`config.mk`:
```
export PLATFORM = sky130hd
export DESIGN_NAME = dphy_clk_lane_ctrl
export DESIGN_NICKNAME = d
export VERILOG_FILES = /design/src/rtl/dphy_clk_lane_ctrl.sv
export SDC_FILE = /design/constraint.sdc
export NUM_CORES = 1
export LEC_CHECK = 0
export BUFFER_PORTS_ARGS = -buffer_cell sky130_fd_sc_hd__clkbuf_2
export CORE_UTILIZATION = 40
export DETAILED_ROUTE_END_ITERATION = 8
export PLACE_DENSITY = 0.54
export SYNTH_ARGS = -nofsm -noshare
export SYNTH_HDL_FRONTEND = slang
export SYNTH_SLANG_ARGS = --single-unit
```
`constraint.sdc`:
```
create_clock -name clk_i -period 2.7 [get_ports clk_i]
set_clock_uncertainty 0.2 [all_clocks]
set_input_delay 0.27 -clock clk_i [delete_from_list [all_inputs] [get_ports clk_i]]
set_output_delay 0.27 -clock clk_i [all_outputs]
set_load 0.1 [all_outputs]
```
`src/rtl/dphy_clk_lane_ctrl.sv`:
```
// ============================================================================
//  Module   : dphy_clk_lane_ctrl
//  Sequences the D-PHY clock-lane HS receiver from LP line state and
//  supervises byte-clock liveness.   Rev 1.0 - initial release
// ============================================================================
`default_nettype none

module dphy_clk_lane_ctrl #(
    parameter int LP_FILT_CYC  = 3,
    parameter int TERM_EN_CYC  = 4,
    parameter int SETTLE_CYC   = 24,
    parameter int ALIVE_TO_CYC = 64
) (
    input  logic clk_i,
    input  logic rst_n_i,
    input  logic lp_clk_p_i,
    input  logic lp_clk_n_i,
    input  logic byte_clk_toggle_i,
    input  logic err_clr_i,
    output logic hs_term_en_o,
    output logic bufr_clr_o,
    output logic bufr_ce_o,
    output logic hs_clk_active_o,
    output logic ulps_o,
    output logic err_o
);

    localparam int CNT_MAX_A = (TERM_EN_CYC > SETTLE_CYC) ? TERM_EN_CYC : SETTLE_CYC;
    localparam int CNT_MAX   = (CNT_MAX_A > ALIVE_TO_CYC) ? CNT_MAX_A : ALIVE_TO_CYC;
    localparam int CNT_W     = $clog2(CNT_MAX + 1);
    localparam int FILT_W    = $clog2(LP_FILT_CYC + 1);

    localparam logic [CNT_W-1:0]  C_TERM_LAST   = CNT_W'(TERM_EN_CYC - 1);
    localparam logic [CNT_W-1:0]  C_SETTLE_LAST = CNT_W'(SETTLE_CYC - 1);
    localparam logic [CNT_W-1:0]  C_ALIVE_LAST  = CNT_W'(ALIVE_TO_CYC - 1);
    localparam logic [CNT_W-1:0]  C_CNT_MAX     = CNT_W'(CNT_MAX);
    localparam logic [FILT_W-1:0] C_FILT_MAX    = FILT_W'(LP_FILT_CYC);

    localparam logic [1:0] LP_00 = 2'b00;
    localparam logic [1:0] LP_01 = 2'b01;
    localparam logic [1:0] LP_10 = 2'b10;
    localparam logic [1:0] LP_11 = 2'b11;

    localparam logic [3:0] S_STOP      = 4'd0;
    localparam logic [3:0] S_HS_RQST   = 4'd1;
    localparam logic [3:0] S_TERM_WT   = 4'd2;
    localparam logic [3:0] S_SETTLE    = 4'd3;
    localparam logic [3:0] S_RELEASE   = 4'd4;
    localparam logic [3:0] S_HS_ACT    = 4'd5;
    localparam logic [3:0] S_ULPS_RQ   = 4'd6;
    localparam logic [3:0] S_ULPS      = 4'd7;
    localparam logic [3:0] S_ULPS_EXIT = 4'd8;
    localparam logic [3:0] S_ERROR     = 4'd9;

    logic [1:0]        r_lp_meta, r_lp_sync, r_lp_cand, r_lp_filt;
    logic [FILT_W-1:0] r_filt_cnt, w_filt_run;
    logic              r_tog_meta, r_tog_sync, r_tog_dly, w_tog_edge;
    logic [3:0]        r_state, w_state_nxt;
    logic [CNT_W-1:0]  r_cnt, w_cnt_nxt, w_cnt_inc;
    logic w_term, w_clr, w_ce, w_act, w_ulps, w_err;
    logic r_term, r_clr, r_ce, r_act, r_ulps, r_err;

    // Synchronisers idle at LP-11 so reset does not look like an LP-00 entry.
    always_ff @(posedge clk_i or negedge rst_n_i) begin
        if (!rst_n_i) begin
            r_lp_meta  <= LP_11;
            r_lp_sync  <= LP_11;
            r_tog_meta <= 1'b0;
            r_tog_sync <= 1'b0;
            r_tog_dly  <= 1'b0;
        end else begin
            r_lp_meta  <= {lp_clk_p_i, lp_clk_n_i};
            r_lp_sync  <= r_lp_meta;
            r_tog_meta <= byte_clk_toggle_i;
            r_tog_sync <= r_tog_meta;
            r_tog_dly  <= r_tog_sync;
        end
    end

    assign w_tog_edge = r_tog_sync ^ r_tog_dly;

    // Run length of the current synced code, including the present sample.
    assign w_filt_run = (r_lp_sync != r_lp_cand) ? FILT_W'(1) :
                        (r_filt_cnt == C_FILT_MAX) ? r_filt_cnt :
                        r_filt_cnt + FILT_W'(1);

    always_ff @(posedge clk_i or negedge rst_n_i) begin
        if (!rst_n_i) begin
            r_lp_cand  <= LP_11;
            r_lp_filt  <= LP_11;
            r_filt_cnt <= '0;
        end else begin
            r_lp_cand  <= r_lp_sync;
            r_filt_cnt <= w_filt_run;
            if (w_filt_run == C_FILT_MAX) begin
                r_lp_filt <= r_lp_sync;
            end
        end
    end

    always_ff @(posedge clk_i or negedge rst_n_i) begin
        if (!rst_n_i) begin
            r_state <= S_STOP;
            r_cnt   <= '0;
        end else begin
            r_state <= w_state_nxt;
            r_cnt   <= w_cnt_nxt;
        end
    end

    assign w_cnt_inc = (r_cnt == C_CNT_MAX) ? r_cnt : r_cnt + CNT_W'(1);

    always_comb begin
        w_state_nxt = r_state;
        w_cnt_nxt   = '0;
        case (r_state)
            S_STOP: begin
                case (r_lp_filt)
                    LP_01:   w_state_nxt = S_HS_RQST;
                    LP_10:   w_state_nxt = S_ULPS_RQ;
                    LP_00:   w_state_nxt = S_ERROR;
                    default: w_state_nxt = S_STOP;
                endcase
            end
            S_HS_RQST: begin
                case (r_lp_filt)
                    LP_00:   w_state_nxt = S_TERM_WT;
                    LP_11:   w_state_nxt = S_STOP;
                    LP_10:   w_state_nxt = S_ERROR;
                    default: w_state_nxt = S_HS_RQST;
                endcase
            end
            S_TERM_WT: begin
                if (r_lp_filt == LP_11)             w_state_nxt = S_STOP;
                else if (r_lp_filt != LP_00)        w_state_nxt = S_ERROR;
                else if (r_cnt == C_TERM_LAST)      w_state_nxt = S_SETTLE;
                else                                w_cnt_nxt   = w_cnt_inc;
            end
            S_SETTLE: begin
                if (r_lp_filt == LP_11)             w_state_nxt = S_STOP;
                else if (r_cnt == C_SETTLE_LAST)    w_state_nxt = S_RELEASE;
                else                                w_cnt_nxt   = w_cnt_inc;
            end
            S_RELEASE: begin
                if (r_lp_filt == LP_11)             w_state_nxt = S_STOP;
                else if (w_tog_edge)                w_state_nxt = S_HS_ACT;
                else if (r_cnt == C_ALIVE_LAST)     w_state_nxt = S_ERROR;
                else                                w_cnt_nxt   = w_cnt_inc;
            end
            S_HS_ACT: begin
                // An LP stop outranks a simultaneous liveness timeout.
                if (r_lp_filt == LP_11)             w_state_nxt = S_STOP;
                else if (w_tog_edge)                w_cnt_nxt   = '0;
                else if (r_cnt == C_ALIVE_LAST)     w_state_nxt = S_ERROR;
                else                                w_cnt_nxt   = w_cnt_inc;
            end
            S_ULPS_RQ: begin
                case (r_lp_filt)
                    LP_00:   w_state_nxt = S_ULPS;
                    LP_11:   w_state_nxt = S_STOP;
                    LP_01:   w_state_nxt = S_ERROR;
                    default: w_state_nxt = S_ULPS_RQ;
                endcase
            end
            S_ULPS: begin
                case (r_lp_filt)
                    LP_00:   w_state_nxt = S_ULPS;
                    LP_10:   w_state_nxt = S_ULPS_EXIT;
                    default: w_state_nxt = S_ERROR;
                endcase
            end
            S_ULPS_EXIT: begin
                case (r_lp_filt)
                    LP_11:   w_state_nxt = S_STOP;
                    LP_00:   w_state_nxt = S_ERROR;
                    default: w_state_nxt = S_ULPS_EXIT;
                endcase
            end
            S_ERROR: begin
                if (err_clr_i && (r_lp_filt == LP_11)) w_state_nxt = S_STOP;
            end
            default: w_state_nxt = S_STOP;
        endcase
    end

    always_comb begin
        w_term = (r_state == S_SETTLE) || (r_state == S_RELEASE) || (r_state == S_HS_ACT);
        w_ce   = (r_state == S_RELEASE) || (r_state == S_HS_ACT);
        w_clr  = !w_ce;
        w_act  = (r_state == S_HS_ACT);
        w_ulps = (r_state == S_ULPS);
        w_err  = (r_state == S_ERROR);
    end

    always_ff @(posedge clk_i or negedge rst_n_i) begin
        if (!rst_n_i) begin
            r_term <= 1'b0;
            r_clr  <= 1'b1;
            r_ce   <= 1'b0;
            r_act  <= 1'b0;
            r_ulps <= 1'b0;
            r_err  <= 1'b0;
        end else begin
            r_term <= w_term;
            r_clr  <= w_clr;
            r_ce   <= w_ce;
            r_act  <= w_act;
            r_ulps <= w_ulps;
            r_err  <= w_err;
        end
    end

    assign hs_term_en_o    = r_term;
    assign bufr_clr_o      = r_clr;
    assign bufr_ce_o       = r_ce;
    assign hs_clk_active_o = r_act;
    assign ulps_o          = r_ulps;
    assign err_o           = r_err;

endmodule

`default_nettype wire
```
Word level (Yosys, flattened, before mapping). Cells that the tools add are included.

Register bits: 30. Input port bits: 6. Output and inout port bits: 6.

Add/sub/neg operators: 2. Eq/ne operators: 23. Mux-type cells: 29. Bitwise operators: 1. Reduce and logical (&&, ||, !) cells: 10.

Operator list (number): 2-to-1 mux 7 bit (9); 2-to-1 mux 4 bit (11); case mux 4 bit (10 select lines) (1); case mux 4 bit (3 select lines) (3); case mux 7 bit (3 select lines) (1); equality test 4 x 3 -> 1 bit, second input constant (4); case mux 4 bit (2 select lines) (2); equality test 2 bit, second input constant (4); equality test 4 x 2 -> 1 bit, second input constant (2); equality test 4 bit, second input constant (2); adder 7 x 1 -> 7 bit, second input constant (1); equality test 7 x 2 -> 1 bit, second input constant (1); equality test 7 x 5 -> 1 bit, second input constant (1); equality test 7 x 6 -> 1 bit, second input constant (1); equality test 7 bit, second input constant (1); equality test 4 x 1 -> 1 bit, second input constant (1); zero test 4 bit (1); 2-to-1 mux 2 bit (2); != test 4 bit, second input constant (1); AND reduction 4 bit (1); logical OR 1 bit (3); != test 3 x 2 -> 1 bit, second input constant (1); != test 3 bit, second input constant (1); adder 2 x 1 -> 2 bit, second input constant (1); other kinds (9) (9).

Longest topological paths before layout. Gate-level depths: netlist of run 1.

Depth in word-level cells: 6. Gate-level depth with buffers: 7. Gate-level depth less buffers: 7.

Least setup slack after synthesis of run 1. No wires, ideal clock.

Kind: register -> register. Start: register r_lp_filt[0]. End: register r_cnt[2]. Setup time: 136 ps. Arrival time: 1590 ps. Data required time: 2364 ps. Setup slack: 774 ps. Stages on the path, launching flop included: 7. Buffers on the path: 0. Clock period less this slack: 1926 ps. Cell sequence: dfstp_2 inv_1 ha_1 nor2b_1 a22o_1 a32oi_2 nor3_1.

Longest elaborated chain between the ends: 4. Elaborated cells between the ends (all ways): 7. Those cells by class: eq/ne (1); mux (5); reduce/logical (1).

RTL lines: start: declaration (RTL line 55) `logic [1:0] r_lp_meta, r_lp_sync, r_lp_cand, r_lp_filt;`; start signal: assignment (RTL line 96) `r_lp_filt <= r_lp_sync;`; nonzero test 2 bit (RTL line 135) `else if (r_lp_filt != LP_00) w_state_nxt = S_ERROR;`; 2-to-1 mux 7 bit (RTL line 135); 2-to-1 mux 7 bit (RTL line 134) `if (r_lp_filt == LP_11) w_state_nxt = S_STOP;`; case mux 7 bit (3 select lines) (*) (RTL line 116) `case (r_state)`; net w_cnt_nxt[2] (RTL line 59) `logic [CNT_W-1:0] r_cnt, w_cnt_nxt, w_cnt_inc;`; end signal: assignment (RTL line 107) `r_cnt <= w_cnt_nxt;`; end: declaration (RTL line 59).

The timed path passes the listed nets; every way through them passes the cells marked *. A chain may end at the register's enable or synchronous reset.

Worst setup path after layout of run 1. Ends and elaborated chain as after synthesis.

==> flow_summary.yaml, run 1 <==
detailed_routing:
  vias: 1186
  drc: 0
  ant_nets: 0
  via_per_inst: 5.42
  dr.pass1.iters: 4
  drt_wl_total_mm: 3.03
  drt-initial-drc-count: 69
  routedWlPerCell_um: 13.8
floorplanning:
  row_count: 22
  boundaryPins: 12
  start_util_pct: 42.2
  die_h_um: 64.6
  core-area_sq_mm: 0.00372
  die_w_um: 64.6
  dieArea_sq_mm: 0.00417
sta:
  relSlewSlack_pct: 52.2
  setup_viol: 0
  finalMaxSlewViolations: 0
  hold-worst-slack_ns: 0.0664
  max_clock_freq_ghz: 0.463
  rsz0062_at_grt: "false"
  period_share_pct: 80.0
  fin_setup_tns_ns: 0
  fin_crit_ns: 2.16
  worst_pin_slew_ns: 0.717
  hold_viol_final: 0
yosys:
  ys_types: 43
  ys.flop_type: "dfrtp_1"
  async_flop_share_pct: 100
  synth_nets: 168
  ys_ff_latch: 30
  synthDominantCellAreaShare_pct: 33.5
  ys_top_cells_by_area: "dfrtp_1 (34%), dfstp_2 (15%), ha_1 (7.2%)"
  synth.avg_cell_area_sq_um: 10.2
  synth_cells: 153
  yosys_warnings: 0
  yosysTopAreaCell: "dfrtp_1"
  synth.cell_area_sq_mm: 0.00157
  ys_seq_area_share_pct: 48.6
  synth-edff-count: 0
final_layout:
  layout_commonest_cell: "dfrtp_1"
  final_cell_mix: "dfrtp_1 (21), nor2_1 (14), a21oi_1 (13)"
  drive_gt1_share_pct: 19.9
  n_fill_cell: 352
  area_growth_pct: 17.9
  antenna-diode-count: 0
  nets: 185
power:
  p_leak_nw: 0.761
  power_density_mw_per_mm2: 991
  irDropWorstVdd_v: 0.000538
  power.total_w: 0.00183
critical_path:
  crit_buf_inv: 1
  worst-path-max-fanout: 7
  path_delay_family: "compound AO/OA/AOI/OAI gates"
  required_ns: 2.65
  startpoint: "r_lp_filt[0]$_DFFE_PN1N_"
  critPathMaxStageDelay_ns: 0.57
  crit_arrival_ns: 2.11
  cp-start-kind: "flop"
  end_kind: "flop"
  worstPathCellList: "inv_1 > ha_1 > nor2b_1 > a22o_1 > a32oi_2 > nor3_1"
  crit_type: "flop to flop"
  reg2reg_from: "r_lp_filt[0]$_DFFE_PN1N_"
  crit_slowest_cell: "dfstp_2"
clock_network:
  cts.sinks: 30
  clk_path_buf_depth: 2
  cts_max_level: 2
  postCtsSetupBuffers: 0
  cts_tree: "yes"
  cts-root-buf: "clkbuf_8"
  clock_latency_ns: 0.29
  cts_buffers: 5
  cts_resized: 0
  clk_pin_slew_ns: 0.07
placed_design:
  gp_congestion: 0.775
  hpwl_mm: 2.06
  io_buffer_count: 11
worst_hold_path:
  hold_path_class: "input port to flop"
  hp-start: "err_clr_i"
grt:
  grt_pass1_wl_mm: 5.40
  grt_pass1_vias: 1142
  grt_usage_pct: 17.6
  grt-ovfl-total: 0
  grt_start_max_net_pins: 31
  antenna_found_initial: 0
outcome:
  status: "finished, final reports clean"
job:
  maxCapViolations: 0
-- layout make-up --
cell class | count | area, sq um | area share (%)
multi-input cells | 109 | 751 | 40.6
clock buffers | 6 | 82.6 | 4.47
repair buffers | 16 | 103 | 5.55
inverters | 8 | 30.0 | 1.62
well taps | 48 | 60.1 | 3.25
clock inverters | 2 | 60.1 | 3.25
flip-flops and latches | 30 | 762 | 41.2
-- registers in the layout, summed over array words and instances (netlist names) --
| name | count |
|---|---|
| bufr_ce_o | 1 |
| bufr_clr_o | 1 |
| err_o | 1 |
| hs_clk_active_o | 1 |
| hs_term_en_o | 1 |
| r_cnt | 7 |
| r_filt_cnt | 2 |
| r_lp_cand | 2 |
| r_lp_filt | 2 |
| r_lp_meta | 2 |
| r_lp_sync | 2 |
| r_state | 4 |
| r_tog_dly | 1 |
| r_tog_meta | 1 |
| r_tog_sync | 1 |
| ulps_o | 1 |
-- Yosys cell counts (2+ instances only) --
library cell,n
nand3_1,7
nor2_1,14
nor3b_1,2
o21bai_1,2
nand2_1,8
o21ai_0,5
inv_1,8
dfstp_2,9
buf_2,2
nand2b_1,4
a21oi_1,13
ha_1,9
xnor2_1,6
xor2_1,2
clkbuf_1,4
o211a_1,2
nor3_1,4
nand3b_1,3
dfrtp_1,21
nor2b_1,4
nor3_2,2
-- final timing paths --
check	slack, ns	end	depth (start not counted)
max reg2reg	0.54	r_cnt[2]$_DFF_PN0_	6
min in group asynchronous	0.36	hs_term_en_o$_DFF_PN0_	2
min reg2reg	0.15	r_tog_sync$_DFF_PN0_	0
max	0.54	r_cnt[2]$_DFF_PN0_	6
max in group asynchronous	1.48	r_cnt[2]$_DFF_PN0_	2
min	0.07	r_state[3]$_DFFE_PN0P_	3
-- worst register-to-register path, cell delays in order, from the launching register on --
cell	delay, ns
dfstp_2	0.57
inv_1	0.11
ha_1	0.29
nor2b_1	0.18
a22o_1	0.23
a32oi_2	0.34
nor3_1	0.11
-- cell families after synthesis --
family / share of synthesized area (%)
and+or+nand+nor: 19.5
AOI/OAI and AO/OA: 16.8
DFF: 48.6
buffers and inverters: 3.51
adders and majority gates: 7.18
xor gates and xnor gates: 4.47
-- routing by layer --
layer | GRT usage (%) | routed length [um] | vias up
li1 | - | - | 576
met1 | 21.5 | 1420 | 577
met2 | 26.7 | 1400 | 24
met3 | 6.16 | 124 | 9
met4 | 10.0 | 83 | 0
met5 | 0 | 0 | -
-- power breakdown --
group / switching (W) / leakage (nW) / internal [W]
Combinational: 0.000394 / 0.324 / 0.000218
Sequential: 0.000122 / 0.366 / 0.000528
Clock: 0.000175 / 0.0714 / 0.000393
Total: 0.000691 / 0.761 / 0.00114
-- timing repair --
item / CTS / global route
endpoints found under the hold margin: 24 / 0
setup endpoints to repair: 0 / 0
hold buffers: 4 / 0
-- stage by stage --
stage / worst slack [ns] / cell area, sq um / util, % / std cells
2_1_floorplan: 0.774 / 1570 / - / 153
3_3_place_gp: 0.596 / 1670 / 44.8 / 207
3_5_place_dp: 0.539 / 1670 / 44.8 / 207
4_1_cts: 0.526 / 1850 / 49.7 / 219
5_1_grt: 0.397 / 1850 / 49.7 / 219
6_report: 0.539 / 1850 / 49.7 / 219
Power figures use the tool's default switching activity.
==> run 2: changes to the inputs <==
- ABC_AREA: not set -> 1
- clock period: 2.7 -> 2.05 ns (I/O delays scaled with it)
==> run 2 against run 1 <==
Combinational power grew 67%. Worst hold slack got worse by 0.015 ns. Clock-buffer cell count up 2. Via count increased by 6.0%. Final cell count is 21% higher. Setup slack lost 0.33 ns. Area after synthesis grew 0.72%.
==> flow_summary.yaml, run 2 <==
placed_design:
  postPlaceCellArea_sq_mm: 0.00169
  gp_congestion: 0.908
  hpwl_mm: 2.22
  io_buffer_count: 11
sta:
  setup_viol: 0
  period_share_pct: 89.9
  fin_crit_ns: 1.84
  worst_pin_slew_ns: 0.719
  rsz0062_at_grt: "false"
  fin_setup_tns_ns: 0
  relSlewSlack_pct: 52.1
  hold-worst-slack_ns: 0.0510
  max_clock_freq_ghz: 0.542
  finalMaxSlewViolations: 0
  hold_viol_final: 0
grt:
  grt_pass1_wl_mm: 5.13
  grt_usage_pct: 16.1
  grt_start_max_net_pins: 31
  antenna_found_initial: 0
  grt-ovfl-total: 0
  grt_pass1_vias: 1198
yosys:
  synth_nets: 210
  async_flop_share_pct: 100
  synth.avg_cell_area_sq_um: 8.10
  synth_cells: 195
  ys_ff_latch: 30
  ys_types: 21
  synth_commonest_cells: "nand2_1 (54), inv_1 (31), nor2_1 (25)"
  ys.flop_type: "dfrtp_1"
  ys_top_cells_by_area: "dfrtp_1 (33%), dfstp_2 (15%), nand2_1 (13%)"
  ys_seq_area_share_pct: 48.3
  synth-edff-count: 0
  yosysTopAreaCell: "dfrtp_1"
  yosysMostFrequentCell: "nand2_1"
  synth.cell_area_sq_mm: 0.00158
  yosys_warnings: 0
  synthDominantCellAreaShare_pct: 33.3
clock_network:
  clock_latency_ns: 0.27
  cts_buffers: 5
  cts_max_level: 2
  clk_path_buf_depth: 2
  cts.sinks: 30
  clk_pin_slew_ns: 0.06
  cts-root-buf: "clkbuf_8"
  cts_tree: "yes"
critical_path:
  crit_path_frequent_cell: "nand2_1"
  worstPathCellList: "inv_1 > ha_2 > inv_1 > nand2_1 > nand3_1 > nand2_1 > nand2_1 > nand4_1 > nand2_1 > nand2_1"
  required_ns: 2.02
  path_delay_family: "flip-flops"
  crit_buf_inv: 2
  crit_type: "flop to flop"
  crit_slowest_cell: "dfstp_2"
  end_kind: "flop"
  critPathMaxStageDelay_ns: 0.56
  worst-path-max-fanout: 6
  crit_arrival_ns: 1.81
  cp-start-kind: "flop"
final_layout:
  drive_gt1_share_pct: 16.1
  largest_reg_flops: 7
  regMostFlops: "r_cnt"
  design_area_sq_mm: 0.00183
  antenna-diode-count: 0
  reg_top3: "r_cnt x7, r_state x4"
  nets: 232
  final_cell_mix: "nand2_1 (54), inv_1 (31), nor2_1 (25)"
  layout_commonest_cell: "nand2_1"
  area_growth_pct: 15.7
  post-route-util_pct: 49.2
detailed_routing:
  routedWlPerCell_um: 10.9
  via_per_inst: 4.73
  vias: 1257
  dr.pass1.iters: 4
  drc: 0
  drt_wl_total_mm: 2.90
  ant_nets: 0
  drt-initial-drc-count: 110
power:
  p_leak_nw: 0.980
  irDropWorstVdd_v: 0.000403
  power_density_mw_per_mm2: 1260
job:
  maxCapViolations: 0
floorplanning:
  boundaryPins: 12
  core-area_sq_mm: 0.00372
  dieArea_sq_mm: 0.00420
  start_util_pct: 42.5
  die_w_um: 64.8
  die_h_um: 64.8
  row_count: 22
worst_hold_path:
  hold_path_class: "input port to flop"
outcome:
  status: "finished, final reports clean"
==> run 2: cell count changes after synthesis, sizes merged, moves of 4 or more <==
cell and delta:
nand3 +11, a21oi -13, nand2b -4, nand2 +48, nor2b -4, clkbuf -4, nor2 +14, inv +24
==> run 2: worst register-to-register path, cell delays in order (launching register included) <==
cell,delay [ns]
dfstp_2,0.56
inv_1,0.11
ha_2,0.24
inv_1,0.12
nand2_1,0.09
nand3_1,0.08
nand2_1,0.05
nand2_1,0.08
nand4_1,0.10
nand2_1,0.07
nand2_1,0.04
==> run 2: per-layer routing <==
metal / vias up / GRT usage (%) / wire [um]
li1: 646 / - / -
met1: 570 / 18.9 / 1310
met2: 32 / 26.6 / 1380
met3: 9 / 5.63 / 137
met4: 0 / 6.94 / 66
met5: - / 0 / 0
==> run 2: through the flow <==
stage          total power [W]  setup slack (ns)  instances
6_report               0.00231             0.207        266
5_1_grt                0.00250            0.0107        266
4_1_cts                0.00233             0.132        266
3_5_place_dp           0.00183             0.147        254
3_3_place_gp           0.00184             0.144        254
2_1_floorplan          0.00162             0.364        195
==> run 2: cell type report <==
| type | count | area (sq um) |
|---|---|---|
| multi-input cells | 133 | 699 |
| well taps | 48 | 60.1 |
| repair buffers | 15 | 95.1 |
| flip-flops and latches | 30 | 762 |
| fillers | 374 | 1890 |
| clock buffers | 8 | 90.1 |
| inverters | 32 | 120 |
==> run 2: path summary, 6_finish.rpt <==
kind / slack, ns / cells past startpoint / endpoint / from
min in group asynchronous: 0.31 / 2 / hs_term_en_o$_DFF_PN0_ / rst_n_i
setup / recovery: 0.21 / 10 / r_state[0]$_DFFE_PN0P_ / r_lp_filt[0]$_DFFE_PN1N_
hold / removal: 0.05 / 4 / r_state[3]$_DFFE_PN0P_ / err_clr_i
setup reg to reg: 0.21 / 10 / r_state[0]$_DFFE_PN0P_ / r_lp_filt[0]$_DFFE_PN1N_
hold reg to reg: 0.15 / 0 / r_lp_sync[0]$_DFF_PN1_ / r_lp_meta[0]$_DFF_PN1_
max in group asynchronous: 0.87 / 2 / ulps_o$_DFF_PN0_ / rst_n_i
==> run 2: where the power goes <==
group | internal (W) | total (W) | switching (W)
combinational | 0.000273 | 0.00102 | 0.000750
clock | 0.000273 | 0.000473 | 0.000200
sequential | 0.000722 | 0.000813 | 0.0000910
==> run 2: what timing repair did <==
action,4_1_cts,5_1_grt
resized for setup,0,1
hold buffers,4,0
endpoints found under the setup margin,0,1
buffers inserted,0,0
endpoints found under the hold margin,24,0
==> run 2: cell families after synthesis <==
logic type	Yosys count	share of synthesized area [%]
adders and majority gates	9	7.13
and+or+nand+nor	108	29.6
DFF	30	48.3
xor gates and xnor gates	7	3.88
buffers and inverters	32	7.61
AOI/OAI and AO/OA	9	3.57
